$ cat config.mk
export PLATFORM = sky130hd
export DESIGN_NAME = pimt_operand_sync
export DESIGN_NICKNAME = d
export VERILOG_FILES = /design/src/rtl/pimt_operand_sync.sv
export SDC_FILE = /design/constraint.sdc
export NUM_CORES = 1
export LEC_CHECK = 0
export ABC_AREA = 1
export BUFFER_PORTS_ARGS = -buffer_cell sky130_fd_sc_hd__buf_4
export CORE_ASPECT_RATIO = 0.9
export CORE_MARGIN = 2
export CORE_UTILIZATION = 25
export CTS_BUF_LIST = sky130_fd_sc_hd__clkbuf_16
export CTS_CLUSTER_DIAMETER = 100
export DETAILED_ROUTE_END_ITERATION = 7
export GPL_TIMING_DRIVEN = 1
export HOLD_SLACK_MARGIN = 0.15
export SETUP_SLACK_MARGIN = 0.4
export SLEW_MARGIN = 20
export SYNTH_ARGS = -nofsm -noshare
export SYNTH_HDL_FRONTEND = slang
export SYNTH_SLANG_ARGS = --single-unit
export TNS_END_PERCENT = 100
$ cat constraint.sdc
create_clock -name clk -period 5.45 [get_ports clk]
set_input_delay 1.09 -clock clk [delete_from_list [all_inputs] [get_ports clk]]
set_output_delay 1.09 -clock clk [all_outputs]
set_load 0.02 [all_outputs]
$ cat src/rtl/pimt_operand_sync.sv
// pimt_operand_sync: collects the alpha, phi and powsub4 operand streams for
// the pimt product stage. Each stream is buffered in its own FIFO. alpha and
// phi are issued as one aligned pair into the first multiplier. powsub4 is
// delayed so that it meets that multiplier's result at the second multiplier.
// Optional feature macro: PIMT_SYNC_CNT_EN enables the issued-tuple counter.
// When the macro is undefined, issue_cnt is tied to 0.
module pimt_operand_sync #(
    parameter int DW      = 64,
    parameter int DEPTH   = 4,
    parameter int MUL_LAT = 8
) (
    input  logic          clk,
    input  logic          rst_n,
    input  logic [DW-1:0] alpha_in,
    input  logic          alpha_in_vld,
    input  logic [DW-1:0] phi_in,
    input  logic          phi_in_vld,
    input  logic [DW-1:0] powsub4_in,
    input  logic          powsub4_in_vld,
    input  logic          issue_en,
    input  logic          ovf_clr,
    output logic [DW-1:0] alpha_r,
    output logic          alpha_r_vld,
    output logic [DW-1:0] phi_r,
    output logic          phi_r_vld,
    output logic [DW-1:0] powsub4,
    output logic          powsub4_vld,
    output logic [2:0]    full,
    output logic [2:0]    ovf,
    output logic          busy,
    output logic [31:0]   issue_cnt
);

    localparam int AW = (DEPTH > 1) ? $clog2(DEPTH) : 1;
    localparam int CW = AW + 1;
    localparam int NF = 3;
    localparam logic [CW-1:0] DEPTH_C = CW'(DEPTH);

    // FIFO index 0 = alpha, 1 = phi, 2 = powsub4 (matches full/ovf bit order)
    logic [DW-1:0] wr_data [NF];
    logic [DW-1:0] rd_data [NF];
    logic [NF-1:0] wr_vld;
    logic [NF-1:0] not_empty;
    logic [NF-1:0] full_int;
    logic [NF-1:0] ovf_int;
    logic          issue;

    assign wr_data[0] = alpha_in;
    assign wr_data[1] = phi_in;
    assign wr_data[2] = powsub4_in;
    assign wr_vld     = {powsub4_in_vld, phi_in_vld, alpha_in_vld};

    // All three FIFOs must hold an operand before a tuple can leave together
    assign issue = issue_en & (&not_empty);

    generate
        for (genvar gi = 0; gi < NF; gi++) begin : g_fifo
            logic [DW-1:0] mem [DEPTH];
            logic [AW-1:0] wr_ptr_reg;
            logic [AW-1:0] rd_ptr_reg;
            logic [CW-1:0] count_reg;
            logic          ovf_bit_reg;
            logic          accept;
            logic          drop;

            assign full_int[gi]  = (count_reg == DEPTH_C);
            assign not_empty[gi] = (count_reg != '0);
            // A full FIFO still accepts a write if a pop frees a slot on the same edge
            assign accept        = wr_vld[gi] & (~full_int[gi] | issue);
            assign drop          = wr_vld[gi] & full_int[gi] & ~issue;
            assign rd_data[gi]   = mem[rd_ptr_reg];
            assign ovf_int[gi]   = ovf_bit_reg;

            // Storage array is left unreset so that it maps onto RAM
            always_ff @(posedge clk) begin
                if (accept) begin
                    mem[wr_ptr_reg] <= wr_data[gi];
                end
            end

            // Pointers, occupancy and the sticky overflow flag (a new drop wins over a clear)
            always_ff @(posedge clk or negedge rst_n) begin
                if (!rst_n) begin
                    wr_ptr_reg  <= '0;
                    rd_ptr_reg  <= '0;
                    count_reg   <= '0;
                    ovf_bit_reg <= 1'b0;
                end else begin
                    if (accept) begin
                        wr_ptr_reg <= wr_ptr_reg + AW'(1);
                    end
                    if (issue) begin
                        rd_ptr_reg <= rd_ptr_reg + AW'(1);
                    end
                    if (accept && !issue) begin
                        count_reg <= count_reg + CW'(1);
                    end else if (!accept && issue) begin
                        count_reg <= count_reg - CW'(1);
                    end
                    if (drop) begin
                        ovf_bit_reg <= 1'b1;
                    end else if (ovf_clr) begin
                        ovf_bit_reg <= 1'b0;
                    end
                end
            end
        end
    endgenerate

    logic [DW-1:0] alpha_r_reg;
    logic [DW-1:0] phi_r_reg;
    logic [DW-1:0] pop_ps_reg;
    logic          issue_vld_reg;

    // Register the popped tuple; alpha/phi hold their value between issues
    always_ff @(posedge clk or negedge rst_n) begin
        if (!rst_n) begin
            alpha_r_reg   <= '0;
            phi_r_reg     <= '0;
            pop_ps_reg    <= '0;
            issue_vld_reg <= 1'b0;
        end else begin
            issue_vld_reg <= issue;
            if (issue) begin
                alpha_r_reg <= rd_data[0];
                phi_r_reg   <= rd_data[1];
                pop_ps_reg  <= rd_data[2];
            end
        end
    end

    logic [DW-1:0]      dly_data_reg [MUL_LAT];
    logic [MUL_LAT-1:0] dly_vld_reg;

    // MUL_LAT-stage shift line behind the issue register. It aligns powsub4 with the first multiplier result.
    always_ff @(posedge clk or negedge rst_n) begin
        if (!rst_n) begin
            for (int i = 0; i < MUL_LAT; i++) begin
                dly_data_reg[i] <= '0;
            end
            dly_vld_reg <= '0;
        end else begin
            dly_data_reg[0] <= pop_ps_reg;
            dly_vld_reg[0]  <= issue_vld_reg;
            for (int i = 1; i < MUL_LAT; i++) begin
                dly_data_reg[i] <= dly_data_reg[i-1];
                dly_vld_reg[i]  <= dly_vld_reg[i-1];
            end
        end
    end

`ifdef PIMT_SYNC_CNT_EN
    logic [31:0] issue_cnt_reg;

    // Free-running count of issued tuples, wrapping at 2^32
    always_ff @(posedge clk or negedge rst_n) begin
        if (!rst_n) begin
            issue_cnt_reg <= '0;
        end else if (issue) begin
            issue_cnt_reg <= issue_cnt_reg + 32'd1;
        end
    end

    assign issue_cnt = issue_cnt_reg;
`else
    assign issue_cnt = '0;
`endif

    assign alpha_r     = alpha_r_reg;
    assign alpha_r_vld = issue_vld_reg;
    assign phi_r       = phi_r_reg;
    assign phi_r_vld   = issue_vld_reg;
    assign powsub4     = dly_data_reg[MUL_LAT-1];
    assign powsub4_vld = dly_vld_reg[MUL_LAT-1];
    assign full        = full_int;
    assign ovf         = ovf_int;
    assign busy        = (|not_empty) | issue_vld_reg | (|dly_vld_reg);

endmodule

Word level (Yosys, flattened, before mapping)
Memory sizes are Yosys's and may differ from the RTL's. A register that Yosys moved wholly into a read port is not among the register bits. Index checks and enable logic that the tools add are counted.

Register bits: 545. Latch bits: 0. Bits in writable memories: 768. Memory bits (read-only): 0. Bits of input ports: 199. Output and inout bits: 234. Logic and storage cells: 100. Memories kept: 3.

Add/sub/neg operators: 12. Multiply operators: 0. Div/mod/pow operators: 0. Magnitude comparators: 0. Equality and inequality tests: 3. Shifts and indexed selects: 0. Mux-type cells: 16. Bitwise operators: 19. Reduce and logical (&&, ||, !) cells: 25.

Memories: g_fifo[0].mem (depth 4, bits a word 64, read ports 1, clocked after Yosys merged registers in 1, wr ports 1, line 58) `logic [DW-1:0] mem [DEPTH];`; g_fifo[1].mem (depth 4, bits a word 64, read ports 1, clocked after Yosys merged registers in 1, wr ports 1, line 58); g_fifo[2].mem (depth 4, bits a word 64, read ports 1, clocked after Yosys merged registers in 1, wr ports 1, line 58).

Operators with widths (count): $mux W3 (6); $add A2 B1 Y2 const B (6); $reduce_bool A2 Y1 (6); $and A1 B1 Y1 (10); $mux W1 (10); $add A3 B1 Y3 const B (3); $eq A3 B3 Y1 const B (3); $reduce_bool A3 Y1 (3); $sub A3 B1 Y3 const B (3); $reduce_or A8 Y1 (1); $logic_not A1 Y1 (7); $logic_and A1 B1 Y1 (6); $or A1 B1 Y1 (5); $not A1 Y1 (4); $reduce_and A3 Y1 (1); $reduce_or A3 Y1 (1).

Depth between registers and ports, before layout
Depth after elaboration: 9. Depth in mapped cells: 13. Mapped depth without buffers: 13.

Least setup slack after synthesis
OpenSTA, ideal clock, no wires.

Path type: input to register. Start: input issue_en. End: memory g_fifo[0].mem[0][0], enable pin. Setup time: 487 ps. Data arrival time: 4290 ps. Data required time: 4963 ps. Slack: 674 ps. Cell stages on the path: 4. Buffers on the path: 0. Cell sequence: nand2_2 -> o21ai_0 -> nand2_1 -> nor2_1.

Longest elaborated chain between the ends: 5.

RTL lines: from (decl) (line 20) `input logic issue_en,`; $and A1 B1 Y1 (line 54) `assign issue = issue_en & (&not_empty);`; $or A1 B1 Y1 (line 69) `assign accept = wr_vld[gi] & (~full_int[gi] | issue);`; $and A1 B1 Y1 (line 69); $mux W1 (line 76) `if (accept) begin`; $mux W1 (implied by the code) (line 77) `mem[wr_ptr_reg] <= wr_data[gi];`; to (decl) (line 58).

Every way passes these cells.

Final worst setup path
Start: register g_fifo[1].count_reg[0]. End: output busy.

Longest elaborated chain between the ends: 4.

RTL lines: from (decl) (line 61) `logic [CW-1:0] count_reg;`; from (signal assigned) (line 96) `count_reg <= count_reg + CW'(1);`; from (signal assigned) (line 98) `count_reg <= count_reg - CW'(1);`; $reduce_bool A3 Y1 (line 67) `assign not_empty[gi] = (count_reg != '0);`; $reduce_or A3 Y1 (line 177) `assign busy = (|not_empty) | issue_vld_reg | (|dly_vld_reg);`; $or A1 B1 Y1 (2 in a row) (line 177); to (decl) (line 30) `output logic busy,`.

Every way passes these cells.

==> impl_metrics.json <==
{
  "cp_data_required_time_ns": 4.36,
  "irDropWorstVdd_uv": 354,
  "cts_resized": 0,
  "fp-row-count": 157,
  "yosysUniqueCellTypes": 28,
  "r2r_cells": 7,
  "cts_tree": "yes",
  "crit_arrival_ns": 2.07,
  "fin_util_pct": 30.4,
  "skew_ns": 0.0644,
  "grt_pass1_wl_um": 170000,
  "gp_congestion": 0.740,
  "timing.hold.ws_ns": 0.242,
  "worstPathMaxFanout": 3,
  "syn_inst": 3584,
  "grt_max_degree": 187,
  "setup_violations": 0,
  "clockRootBuffer": "clkbuf_16",
  "ioPinCount": 433,
  "synth_edf_count": 768,
  "power.leakage_nw": 24.9,
  "vias_per_cell": 4.00,
  "synth_area_um2": 51000,
  "grt_remaining_overflow": 0,
  "area_growth_pct": 21.0,
  "syn_avg_cell_area_um2": 14.2,
  "finalNetCount": 4167,
  "vias": 27193,
  "clk_pin_slew_ns": 0.06,
  "p_per_area_nw_per_um2": 589,
  "fmax_ghz": 0.317,
  "synth_top_area_share_pct": 45.2,
  "fin_crit_sh_pct": 58.0,
  "synth_compound_area_share_pct": 5.91,
  "post-route-min-period_ns": 3.16,
  "largest_reg_flops": 768,
  "synth_common_cells": "edfxtp_1, dfrtp_1, nand2_1",
  "wl_per_cell_um": 16.7,
  "critical_path.cell_chain": "nor2_1 -> nand2_1 -> nor4_1 -> nand4_1 -> buf_4",
  "worst_slew_pin_slew_ns": 0.958,
  "synth_area_leaders": "edfxtp_1, dfrtp_1, o21ai_0, nand2_1, nor2_1",
  "clock-sinks": 1505,
  "crit_type": "reg2out",
  "synth_top_family_by_area": "simple AND/OR/NAND/NOR gates",
  "start_util_pct": 25.1,
  "end_kind": "output port",
  "dieArea_um2": 208000,
  "drive_gt1_share_pct": 17.1,
  "drv_slew": 0,
  "cts.htree.levels": 4,
  "crit_buf_inv": 1,
  "cp_slowest_cell": "dfrtp_1",
  "fp.dieW_um": 480,
  "rsz0062_at_grt": "false",
  "track_usage_pct": 10.7,
  "drc": 0,
  "max_stage_delay_ns": 0.42,
  "yosysWarningCount": 0,
  "synth-seq-cells": 1505,
  "post_cts_buffers": 0,
  "synth_xor_area_share_pct": 0.206,
  "ys.flop_type": "edfxtp_1",
  "dp_hpwl_um": 67900,
  "synth_fa_ha_area_share_pct": 0.486,
  "die_h_um": 432,
  "start_kind": "flop",
  "maxCapViolCount": 0,
  "antenna_found_initial": 24,
  "tns_ns": 0,
  "synth-async-reset-ratio_pct": 49.0,
  "relSlewSlack_pct": 36.1,
  "hold_viol_final": 0,
  "synthMuxAreaShare_pct": 0.0221,
  "cts_max_path_buffers": 3,
  "total_power_mw": 36.3,
  "yosysSeqAreaShare_pct": 81.4,
  "grt_pass1_vias": 27252,
  "synth_simple_gate_area_share_pct": 8.56,
  "firstDrtPassIters": 5,
  "yosys.area.top_type": "edfxtp_1",
  "min_path_type": "in2async",
  "critical_path.top_delay_family": "simple AND/OR/NAND/NOR gates",
  "port-buffer-count": 400,
  "routed_wl_um": 113000,
  "status": "finished, final reports clean",
  "cts_buffers": 157,
  "drt_iter0_drc": 1792,
  "yosysMostFrequentCell": "edfxtp_1",
  "core_um2": 203000,
  "clock_latency_ns": 0.81,
  "holdBufCountCts": 0,
  "cp.depth": 5,
  "drtAntennaViolNets": 0
}
[cell type report]
class / count / area [µm²]
fill: 20169 / 141000
sequential: 1505 / 41500
multi-input combinational: 1801 / 7960
clock buffer: 161 / 4030
timing repair buffer: 445 / 3560
tap: 2703 / 3380
clock inverter: 131 / 1060
inverter: 40 / 163
antenna: 8 / 20.0
[cells by family (layout without fill, tap and decap cells)]
kind of cell / Yosys count / in the layout
flip-flops: 1505 / 1505
AND/OR/NAND/NOR: 1152 / 1152
AO/OA/AOI/OAI: 586 / 586
buffers and inverters: 309 / 777
adder cells (fa/ha/maj): 18 / 18
XOR/XNOR: 12 / 12
other: 1 / 40
multiplexers: 1 / 1
[through the flow]
stage	instance area [µm²]	cells	setup WS, ns
finish	61700	6794	2.29
global placement	56600	6493	1.92
CTS	61600	6785	2.09
global route	61700	6790	2.02
floorplan	51100	3615	0.674
detailed placement	56600	6493	1.88
[routing by layer]
metal  vias to the layer above  GRT usage, %  part of all wire, %
met5                         -             0                0.092
met4                        16          3.87                  2.8
met3                       209          2.61                  5.0
met2                       549          18.8                   51
met1                     13588          12.8                   41
li1                      12831             -                    -
[cell usage in the layout (no fill, tap or decap), drive strengths merged, types with 2 or more instances in the layout]
cell,count
xor2,7
nor3,2
clkbuf,161
ha,15
diode,8
clkinv,60
conb,32
inv,101
bufinv,7
nor4,2
o22ai,64
xnor2,5
buf,445
o21ai,519
dfrtp,737
nor2,534
a21oi,3
edfxtp,768
nand3,11
clkinvlp,3
fa,3
nand2,602
[report_power, final]
part           internal [mW]  switching, mW
clock network           5.78           4.53
registers               15.8           1.66
logic                   2.78           5.76
[path summary, 6_finish.rpt]
kind | slack (ns) | endpoint | start
max | 2.29 | busy | g_fifo[1].count_reg[0]
min reg2reg | 0.33 | dly_data_reg[192] | dly_data_reg[256]
min | 0.24 | powsub4[38] | rst_n
max in group asynchronous | 3.64 | g_fifo[1].rd_ptr_reg[0] | rst_n
min in group clk | 0.33 | dly_data_reg[192] | dly_data_reg[256]
max reg2reg | 2.39 | g_fifo[1].mem[0][50] | g_fifo[1].count_reg[0]
Note: power is estimated with default switching activity, not from simulation.
